==> src/rtl/sseg_scan_decoder_pkg.sv <==
// Shared definitions for the seven-segment scan decoder: segment patterns,
// FSM states, per-digit record and anode-to-index helper.
package sseg_scan_decoder_pkg;

    localparam int NUM_DIGITS = 4;
    localparam int DIG_IDX_W  = 2;

    // Active-low {g,f,e,d,c,b,a} patterns as driven by the display.
    localparam logic [6:0] SEG_0     = 7'h40;
    localparam logic [6:0] SEG_1     = 7'h79;
    localparam logic [6:0] SEG_2     = 7'h24;
    localparam logic [6:0] SEG_3     = 7'h30;
    localparam logic [6:0] SEG_4     = 7'h19;
    localparam logic [6:0] SEG_5     = 7'h12;
    localparam logic [6:0] SEG_6     = 7'h02;
    localparam logic [6:0] SEG_7     = 7'h78;
    localparam logic [6:0] SEG_8     = 7'h00;
    localparam logic [6:0] SEG_9     = 7'h10;
    localparam logic [6:0] SEG_9_ALT = 7'h18;
    localparam logic [6:0] SEG_A     = 7'h08;
    localparam logic [6:0] SEG_B     = 7'h03;
    localparam logic [6:0] SEG_C     = 7'h46;
    localparam logic [6:0] SEG_D     = 7'h21;
    localparam logic [6:0] SEG_E     = 7'h06;
    localparam logic [6:0] SEG_F     = 7'h0E;
    localparam logic [6:0] SEG_BLANK = 7'h7F;
    localparam logic [6:0] SEG_MINUS = 7'h3F;

    typedef enum logic [1:0] {
        ST_IDLE,
        ST_SETTLE,
        ST_CAPTURED
    } state_e;

    typedef struct packed {
        logic [3:0] an;
        logic [7:0] seg;
    } sample_t;

    typedef struct packed {
        logic [3:0] nib;
        logic       dp;
        logic       blank;
        logic       minus;
    } digit_t;

    // Only meaningful when exactly one anode is low.
    function automatic logic [DIG_IDX_W-1:0] anode_to_idx(input logic [3:0] an_n);
        case (an_n)
            4'b1101: return 2'd1;
            4'b1011: return 2'd2;
            4'b0111: return 2'd3;
            default: return 2'd0;
        endcase
    endfunction

endpackage

==> src/rtl/sseg_scan_decoder_if.sv <==
// Display bus seen by the scan decoder plus the decoded frame it reports.
interface sseg_scan_decoder_if;

    logic [7:0]  seg;
    logic [3:0]  an;
    logic [15:0] digits;
    logic [3:0]  dp;
    logic [3:0]  blank;
    logic [3:0]  minus;
    logic        frame_vld;
    logic        chg;
    logic        err_pat;
    logic        err_multi;

    modport master (
        output seg, an,
        input  digits, dp, blank, minus, frame_vld, chg, err_pat, err_multi
    );

    modport slave (
        input  seg, an,
        output digits, dp, blank, minus, frame_vld, chg, err_pat, err_multi
    );

endinterface

==> src/rtl/sseg_pattern_decode.sv <==
// Combinational map from an active-low 7-segment pattern to its hex digit,
// flagging blank, minus and undecodable patterns.
module sseg_pattern_decode
    import sseg_scan_decoder_pkg::*;
(
    input  logic [6:0] pat,
    output logic       valid,
    output logic       blank,
    output logic       minus,
    output logic [3:0] nibble
);

    // NOTE: every output gets a default first so no path through the case infers a latch.
    always_comb begin
        valid  = 1'b1;
        blank  = 1'b0;
        minus  = 1'b0;
        nibble = 4'h0;
        case (pat)
            SEG_0:            nibble = 4'h0;
            SEG_1:            nibble = 4'h1;
            SEG_2:            nibble = 4'h2;
            SEG_3:            nibble = 4'h3;
            SEG_4:            nibble = 4'h4;
            SEG_5:            nibble = 4'h5;
            SEG_6:            nibble = 4'h6;
            SEG_7:            nibble = 4'h7;
            SEG_8:            nibble = 4'h8;
            SEG_9, SEG_9_ALT: nibble = 4'h9;
            SEG_A:            nibble = 4'hA;
            SEG_B:            nibble = 4'hB;
            SEG_C:            nibble = 4'hC;
            SEG_D:            nibble = 4'hD;
            SEG_E:            nibble = 4'hE;
            SEG_F:            nibble = 4'hF;
            SEG_BLANK:        blank  = 1'b1;
            SEG_MINUS:        minus  = 1'b1;
            default:          valid  = 1'b0;
        endcase
    end

endmodule

==> src/rtl/sseg_scan_decoder.sv <==
// Samples a multiplexed seven-segment bus, captures each settled digit and
// commits complete four-digit frames with change and error reporting.
module sseg_scan_decoder
    import sseg_scan_decoder_pkg::*;
#(
    parameter int SETTLE = 4
) (
    input logic                CLK,
    input logic                RST,
    sseg_scan_decoder_if.slave bus
);

    localparam logic [7:0] SETTLE_CNT = 8'(SETTLE);

    sample_t                       in_d, in_q, last_q;
    state_e                        state_d, state_q;
    logic [7:0]                    cnt_d, cnt_q;
    logic [NUM_DIGITS-1:0]         mask_d, mask_q;
    digit_t [NUM_DIGITS-1:0]       shadow_d, shadow_q;
    digit_t [NUM_DIGITS-1:0]       frame_d, frame_q;
    logic                          frame_vld_d, frame_vld_q;
    logic                          chg_d, chg_q;
    logic                          err_pat_d, err_pat_q;
    logic                          err_multi_d, err_multi_q;

    logic [3:0]                    an_low;
    logic                          multi;
    logic [DIG_IDX_W-1:0]          idx;
    logic                          dec_valid, dec_blank, dec_minus;
    logic [3:0]                    dec_nib;

    assign in_d   = '{an: bus.an, seg: bus.seg};
    assign an_low = ~in_q.an;
    assign multi  = |(an_low & (an_low - 4'd1));
    assign idx    = anode_to_idx(in_q.an);

    sseg_pattern_decode u_decode (
        .pat    (in_q.seg[6:0]),
        .valid  (dec_valid),
        .blank  (dec_blank),
        .minus  (dec_minus),
        .nibble (dec_nib)
    );

    always_comb begin
        state_d     = state_q;
        cnt_d       = cnt_q;
        mask_d      = mask_q;
        shadow_d    = shadow_q;
        frame_d     = frame_q;
        frame_vld_d = 1'b0;
        chg_d       = 1'b0;
        err_pat_d   = 1'b0;
        err_multi_d = 1'b0;

        // A mask completed by last cycle's capture is committed now.
        if (mask_q == '1) begin
            frame_d     = shadow_q;
            frame_vld_d = 1'b1;
            chg_d       = (shadow_q != frame_q);
            mask_d      = '0;
        end

        if (multi) begin
            err_multi_d = 1'b1;
            mask_d      = '0;
            state_d     = ST_IDLE;
            cnt_d       = '0;
        end else if (in_q.an == 4'hF) begin
            state_d = ST_IDLE;
            cnt_d   = '0;
        end else begin
            unique case (state_q)
                ST_IDLE: begin
                    state_d = ST_SETTLE;
                    cnt_d   = 8'd1;
                end
                ST_SETTLE: begin
                    cnt_d = (in_q == last_q) ? cnt_q + 8'd1 : 8'd1;
                end
                ST_CAPTURED: begin
                    if (in_q.an != last_q.an) begin
                        state_d = ST_SETTLE;
                        cnt_d   = 8'd1;
                    end
                end
                default: state_d = ST_IDLE;
            endcase

            // Leaving for CAPTURED guarantees one capture per dwell.
            if (state_d == ST_SETTLE && cnt_d == SETTLE_CNT) begin
                state_d = ST_CAPTURED;
                if (dec_valid) begin
                    shadow_d[idx] = '{nib: dec_nib, dp: ~in_q.seg[7],
                                      blank: dec_blank, minus: dec_minus};
                    mask_d[idx]   = 1'b1;
                end else begin
                    err_pat_d = 1'b1;
                end
            end
        end
    end

    // NOTE: sequential state is updated only with non-blocking assignments.
    always_ff @(posedge CLK) begin
        if (RST) begin
            // NOTE: shadow and frame storage is reset too, so a stale partial
            // frame can never leak into a commit after reset.
            in_q        <= '{an: 4'hF, seg: 8'hFF};
            last_q      <= '{an: 4'hF, seg: 8'hFF};
            state_q     <= ST_IDLE;
            cnt_q       <= '0;
            mask_q      <= '0;
            shadow_q    <= '0;
            frame_q     <= '0;
            frame_vld_q <= 1'b0;
            chg_q       <= 1'b0;
            err_pat_q   <= 1'b0;
            err_multi_q <= 1'b0;
        end else begin
            in_q        <= in_d;
            last_q      <= in_q;
            state_q     <= state_d;
            cnt_q       <= cnt_d;
            mask_q      <= mask_d;
            shadow_q    <= shadow_d;
            frame_q     <= frame_d;
            frame_vld_q <= frame_vld_d;
            chg_q       <= chg_d;
            err_pat_q   <= err_pat_d;
            err_multi_q <= err_multi_d;
        end
    end

    for (genvar i = 0; i < NUM_DIGITS; i++) begin : g_out
        assign bus.digits[4*i +: 4] = frame_q[i].nib;
        assign bus.dp[i]            = frame_q[i].dp;
        assign bus.blank[i]         = frame_q[i].blank;
        assign bus.minus[i]         = frame_q[i].minus;
    end

    assign bus.frame_vld = frame_vld_q;
    assign bus.chg       = chg_q;
    assign bus.err_pat   = err_pat_q;
    assign bus.err_multi = err_multi_q;

endmodule
==> src/flat_wrapper.sv <==
// flat-port wrapper written by rule: the top's interface ports become plain ports
module sseg_scan_decoder_flat import sseg_scan_decoder_pkg::*;
#(
    parameter int SETTLE = 4
)
  (CLK, RST, bus_seg, bus_an, bus_digits, bus_dp, bus_blank, bus_minus, bus_frame_vld, bus_chg, bus_err_pat, bus_err_multi);
  sseg_scan_decoder_if bus_i ();
  input logic CLK;
  input logic RST;
  input wire logic [$bits(bus_i.seg)-1:0] bus_seg;
  input wire logic [$bits(bus_i.an)-1:0] bus_an;
  output wire logic [$bits(bus_i.digits)-1:0] bus_digits;
  output wire logic [$bits(bus_i.dp)-1:0] bus_dp;
  output wire logic [$bits(bus_i.blank)-1:0] bus_blank;
  output wire logic [$bits(bus_i.minus)-1:0] bus_minus;
  output wire logic [$bits(bus_i.frame_vld)-1:0] bus_frame_vld;
  output wire logic [$bits(bus_i.chg)-1:0] bus_chg;
  output wire logic [$bits(bus_i.err_pat)-1:0] bus_err_pat;
  output wire logic [$bits(bus_i.err_multi)-1:0] bus_err_multi;
  assign bus_i.seg = bus_seg;
  assign bus_i.an = bus_an;
  assign bus_digits = bus_i.digits;
  assign bus_dp = bus_i.dp;
  assign bus_blank = bus_i.blank;
  assign bus_minus = bus_i.minus;
  assign bus_frame_vld = bus_i.frame_vld;
  assign bus_chg = bus_i.chg;
  assign bus_err_pat = bus_i.err_pat;
  assign bus_err_multi = bus_i.err_multi;
  sseg_scan_decoder #(.SETTLE(SETTLE)) u_core (.CLK(CLK), .RST(RST), .bus(bus_i));
endmodule
==> config.mk <==
export PLATFORM = sky130hd
export DESIGN_NAME = sseg_scan_decoder_flat
export DESIGN_NICKNAME = d
export VERILOG_FILES = /design/src/rtl/sseg_scan_decoder_pkg.sv /design/src/rtl/sseg_scan_decoder_if.sv /design/src/rtl/sseg_pattern_decode.sv /design/src/rtl/sseg_scan_decoder.sv /design/src/flat_wrapper.sv
export SDC_FILE = /design/constraint.sdc
export NUM_CORES = 1
export LEC_CHECK = 0
export ABC_AREA = 1
export BUFFER_PORTS_ARGS = -buffer_cell sky130_fd_sc_hd__buf_4
export CAP_MARGIN = 20
export CORE_ASPECT_RATIO = 0.8
export CORE_MARGIN = 5
export CORE_UTILIZATION = 25
export DETAILED_ROUTE_END_ITERATION = 10
export GPL_TIMING_DRIVEN = 0
export PLACE_DENSITY = 0.39
export RECOVER_POWER = 25
export SKIP_CTS_REPAIR_TIMING = 1
export SYNTH_ARGS = -nofsm -noshare
export SYNTH_HDL_FRONTEND = slang
export SYNTH_SLANG_ARGS = --single-unit
==> constraint.sdc <==
create_clock -name CLK -period 2.4 [get_ports CLK]
set_input_delay 0.24 -clock CLK [delete_from_list [all_inputs] [get_ports CLK]]
set_output_delay 0.24 -clock CLK [all_outputs]
set_load 0.01 [all_outputs]
==> flow_summary.json <==
{
  "hold_viol": 0,
  "whs_path_depth": 2,
  "hold_class": "in -> reg",
  "syn_nets": 675,
  "p_clk_share_pct": 44.4,
  "p_comb_share_pct": 7.3,
  "synth.area.top_cells": "dfxtp_1 (42%), nand2_1 (13%), inv_1 (7.3%)",
  "placed_cells": 935,
  "path_max_fanout": 7,
  "io_pins": 46,
  "grt_pass1_vias": 4008,
  "synth.top_cell.area_share_pct": 42.49,
  "grt_pass1_wl_mm": 21.61,
  "power_leakage_uw": 0.002731,
  "cts.sinks": 98,
  "cts_made_buffers": 9,
  "cts_tree": "yes",
  "diodes": 0,
  "slowest_delay_ns": 0.30,
  "gp_congestion": 0.8567,
  "max_cap_viol_count": 0,
  "end_kind": "register",
  "yosysMostFrequentCell": "nand2_1",
  "drv_slew": 0,
  "power_switching_uw": 895.0,
  "clockBufferDepth": 2,
  "fin_nets": 747,
  "clk_pin_slew_ns": 0.07,
  "portBuffers": 45,
  "cp_common_cell": "nor2_1",
  "grt_usage_pct": 12.90,
  "layout_worst_path_cycle_share_pct": 94.29,
  "overflow": 0,
  "crit_chain": "buf_2, nor2_1, inv_2, nor2_1, nand4_1, nand2_1, nor3_1, nand3_2, clkinvlp_4, nor2_4, nand4_1, nand2_2, nor2_1",
  "syn_inst": 660,
  "p_int_uw": 2564,
  "synth.distinct_cells": 35,
  "final_cells": 967,
  "syn_area_per_cell_um2": 6.995,
  "yosysSeqAreaShare_pct": 42.49,
  "synth_edf_count": 0,
  "fin_crit_ns": 2.263,
  "post_dp_cell_area_mm2": 0.005243,
  "syn_area_mm2": 0.004617,
  "async_flop_share_pct": 0,
  "skew_ns": 0.008784,
  "worst_pin_slew_ns": 0.8238,
  "slew_headroom_pct": 44.57,
  "die_area_mm2": 0.02130,
  "clk_latency_ns": 0.36,
  "ir_worst_vdd_v": 0.0002840,
  "startpoint_type": "register",
  "powerDensity_mw_per_mm2": 595.8,
  "design_area_mm2": 0.005806,
  "setup_viol": 0,
  "post-route-drc-count": 0,
  "min_from": "bus_seg[2]",
  "avgViaCountPerCell": 4.450,
  "startpoint": "u_core.in_q[2]$_SDFF_PP1_",
  "root_buffer": "clkbuf_16",
  "synth-seq-cells": 98,
  "drt_wl_total_mm": 13.61,
  "min_to": "u_core.in_q[2]$_SDFF_PP1_",
  "r2r_cells": 13,
  "drtPass1Iterations": 5,
  "start_util_pct": 25.41,
  "cp.arrival_ns": 2.52,
  "synth_ff_type": "dfxtp_1",
  "pwr-share-seq_pct": 48.3,
  "reg2reg_from": "u_core.in_q[2]$_SDFF_PP1_",
  "drtIter0Drc": 316,
  "required_ns": 2.66,
  "core_mm2": 0.01817,
  "yosysTopAreaCell": "dfxtp_1",
  "status": "finished, final reports clean",
  "worst_path_max_delay_cell": "dfxtp_1",
  "die_y_um": 131.6,
  "synthTopCellsByCount": "nand2_1 (154), dfxtp_1 (98), inv_1 (90)",
  "drive_gt1_share_pct": 20.76,
  "die_x_um": 161.9,
  "area_growth_pct": 25.75,
  "grt_max_degree": 19,
  "yosys_warnings": 0,
  "fmax_mhz": 441.9,
  "r2r_end": "u_core.shadow_q[3]$_SDFFE_PP0P_",
  "htree_levels": 3,
  "ant_nets": 0,
  "crit_type": "reg -> reg",
  "hpwl_mm": 10.14,
  "setup_tns_ns": 0,
  "wl_per_cell_um": 14.07,
  "std_cell_rows": 44,
  "rsz0062_at_grt": "yes",
  "reg2reg_slack_ns": 0.14,
  "routed-via-count": 4303,
  "antenna_found_initial": 0,
  "p_sw_share_pct": 25.88
}
-- sequential cells by signal, indices dropped and copies added, names as in the netlist --
register and count:
u_core.state_q 2, u_core.bus.digits 16, u_core.bus.chg 1, u_core.cnt_q 8, u_core.bus.frame_vld 1, u_core.shadow_q 28, u_core.last_q 12, u_core.bus.blank 4
u_core.bus.err_pat 1, u_core.mask_q 4, u_core.bus.dp 4, u_core.bus.err_multi 1, u_core.bus.minus 4, u_core.in_q 12
-- layer usage --
layer  GRT usage [%]  wire, um  vias to the layer above
li1                -         -                     2219
met1           18.74      7074                     1968
met2           18.87      5755                       96
met3           2.849       539                       20
met4           4.227       236                        0
met5               0         0                        -
-- kinds of logic (layout without fill, tap and decap cells) --
group | count (synthesis) | in the layout | share of synthesized area [%]
adder cells (fa/ha/maj) | 1 | 1 | 0.2710
flip-flops | 98 | 98 | 42.49
buffers and inverters | 127 | 203 | 10.89
AND/OR/NAND/NOR | 321 | 322 | 31.84
XOR/XNOR | 23 | 23 | 4.363
AO/OA/AOI/OAI | 90 | 90 | 10.14
-- cells in the final DEF (no fill, tap or decap), drive strengths merged --
cell type	count
nor2	84
o2111ai	1
a22oi	1
clkbuf	39
bufinv	1
nor4	5
xor2	12
a41oi	1
a2111oi	2
xnor2	11
clkinvlp	1
clkinv	3
inv	111
buf	48
nand2	158
o21ai	41
a21oi	44
nand4	24
ha	1
nand3b	1
or2	15
nand3	23
dfxtp	98
nor3	12
-- worst max-delay path by stage --
stage / to / slack, ns / cells after the start
finish: u_core.shadow_q[3]$_SDFFE_PP0P_ / 0.14 / 13
global route: u_core.shadow_q[14]$_SDFFE_PP0P_ / -0.04 / 17
CTS: u_core.shadow_q[18]$_SDFFE_PP0P_ / -0.08 / 11
detailed placement: u_core.shadow_q[18]$_SDFFE_PP0P_ / -0.08 / 11
global placement: u_core.shadow_q[19]$_SDFFE_PP0P_ / -0.09 / 11
floorplan: u_core.shadow_q[10]$_SDFFE_PP0P_ / 0.42 / 16
-- cell type report --
type | instances | area [um^2]
inverters | 109 | 415.4
well taps | 230 | 287.8
flip-flops and latches | 98 | 1984
plain buffers | 18 | 97.59
clock inverters | 7 | 81.33
multi-input cells | 436 | 2313
clock buffers | 9 | 225.2
repair buffers | 60 | 400.4
fillers | 1965 | 12360
-- through the flow --
| stage | hold WS [ns] | utilization (%) | total power [uW] | setup slack, ns |
|---|---|---|---|---|
| 2_1_floorplan | 0.3239 | - | 1841 | 0.4233 |
| 3_3_place_gp | 0.4240 | 28.86 | 1918 | -0.08762 |
| 3_5_place_dp | 0.4276 | 28.86 | 1919 | -0.07752 |
| 4_1_cts | 0.04623 | 30.54 | 3475 | -0.08034 |
| 5_1_grt | 0.05585 | 31.96 | 3604 | -0.04101 |
| 6_report | 0.06123 | 31.96 | 3459 | 0.1371 |
-- power groups by stage --
stage / clock network [uW] / registers (uW) / logic, uW
global route: 1650 / 1670 / 281
detailed placement: 0 / 1710 / 209
floorplan: 0 / 1700 / 138
CTS: 1590 / 1670 / 210
finish: 1540 / 1670 / 253
global placement: 0 / 1710 / 208
-- critical path, delay by kind of cell (launching register included) --
| family | cells | cell delay, ns |
|---|---|---|
| buf+inv | 3 | 0.38 |
| flops | 1 | 0.30 |
| simple gates | 10 | 1.47 |
No activity file was read; power rests on OpenSTA's default activity.
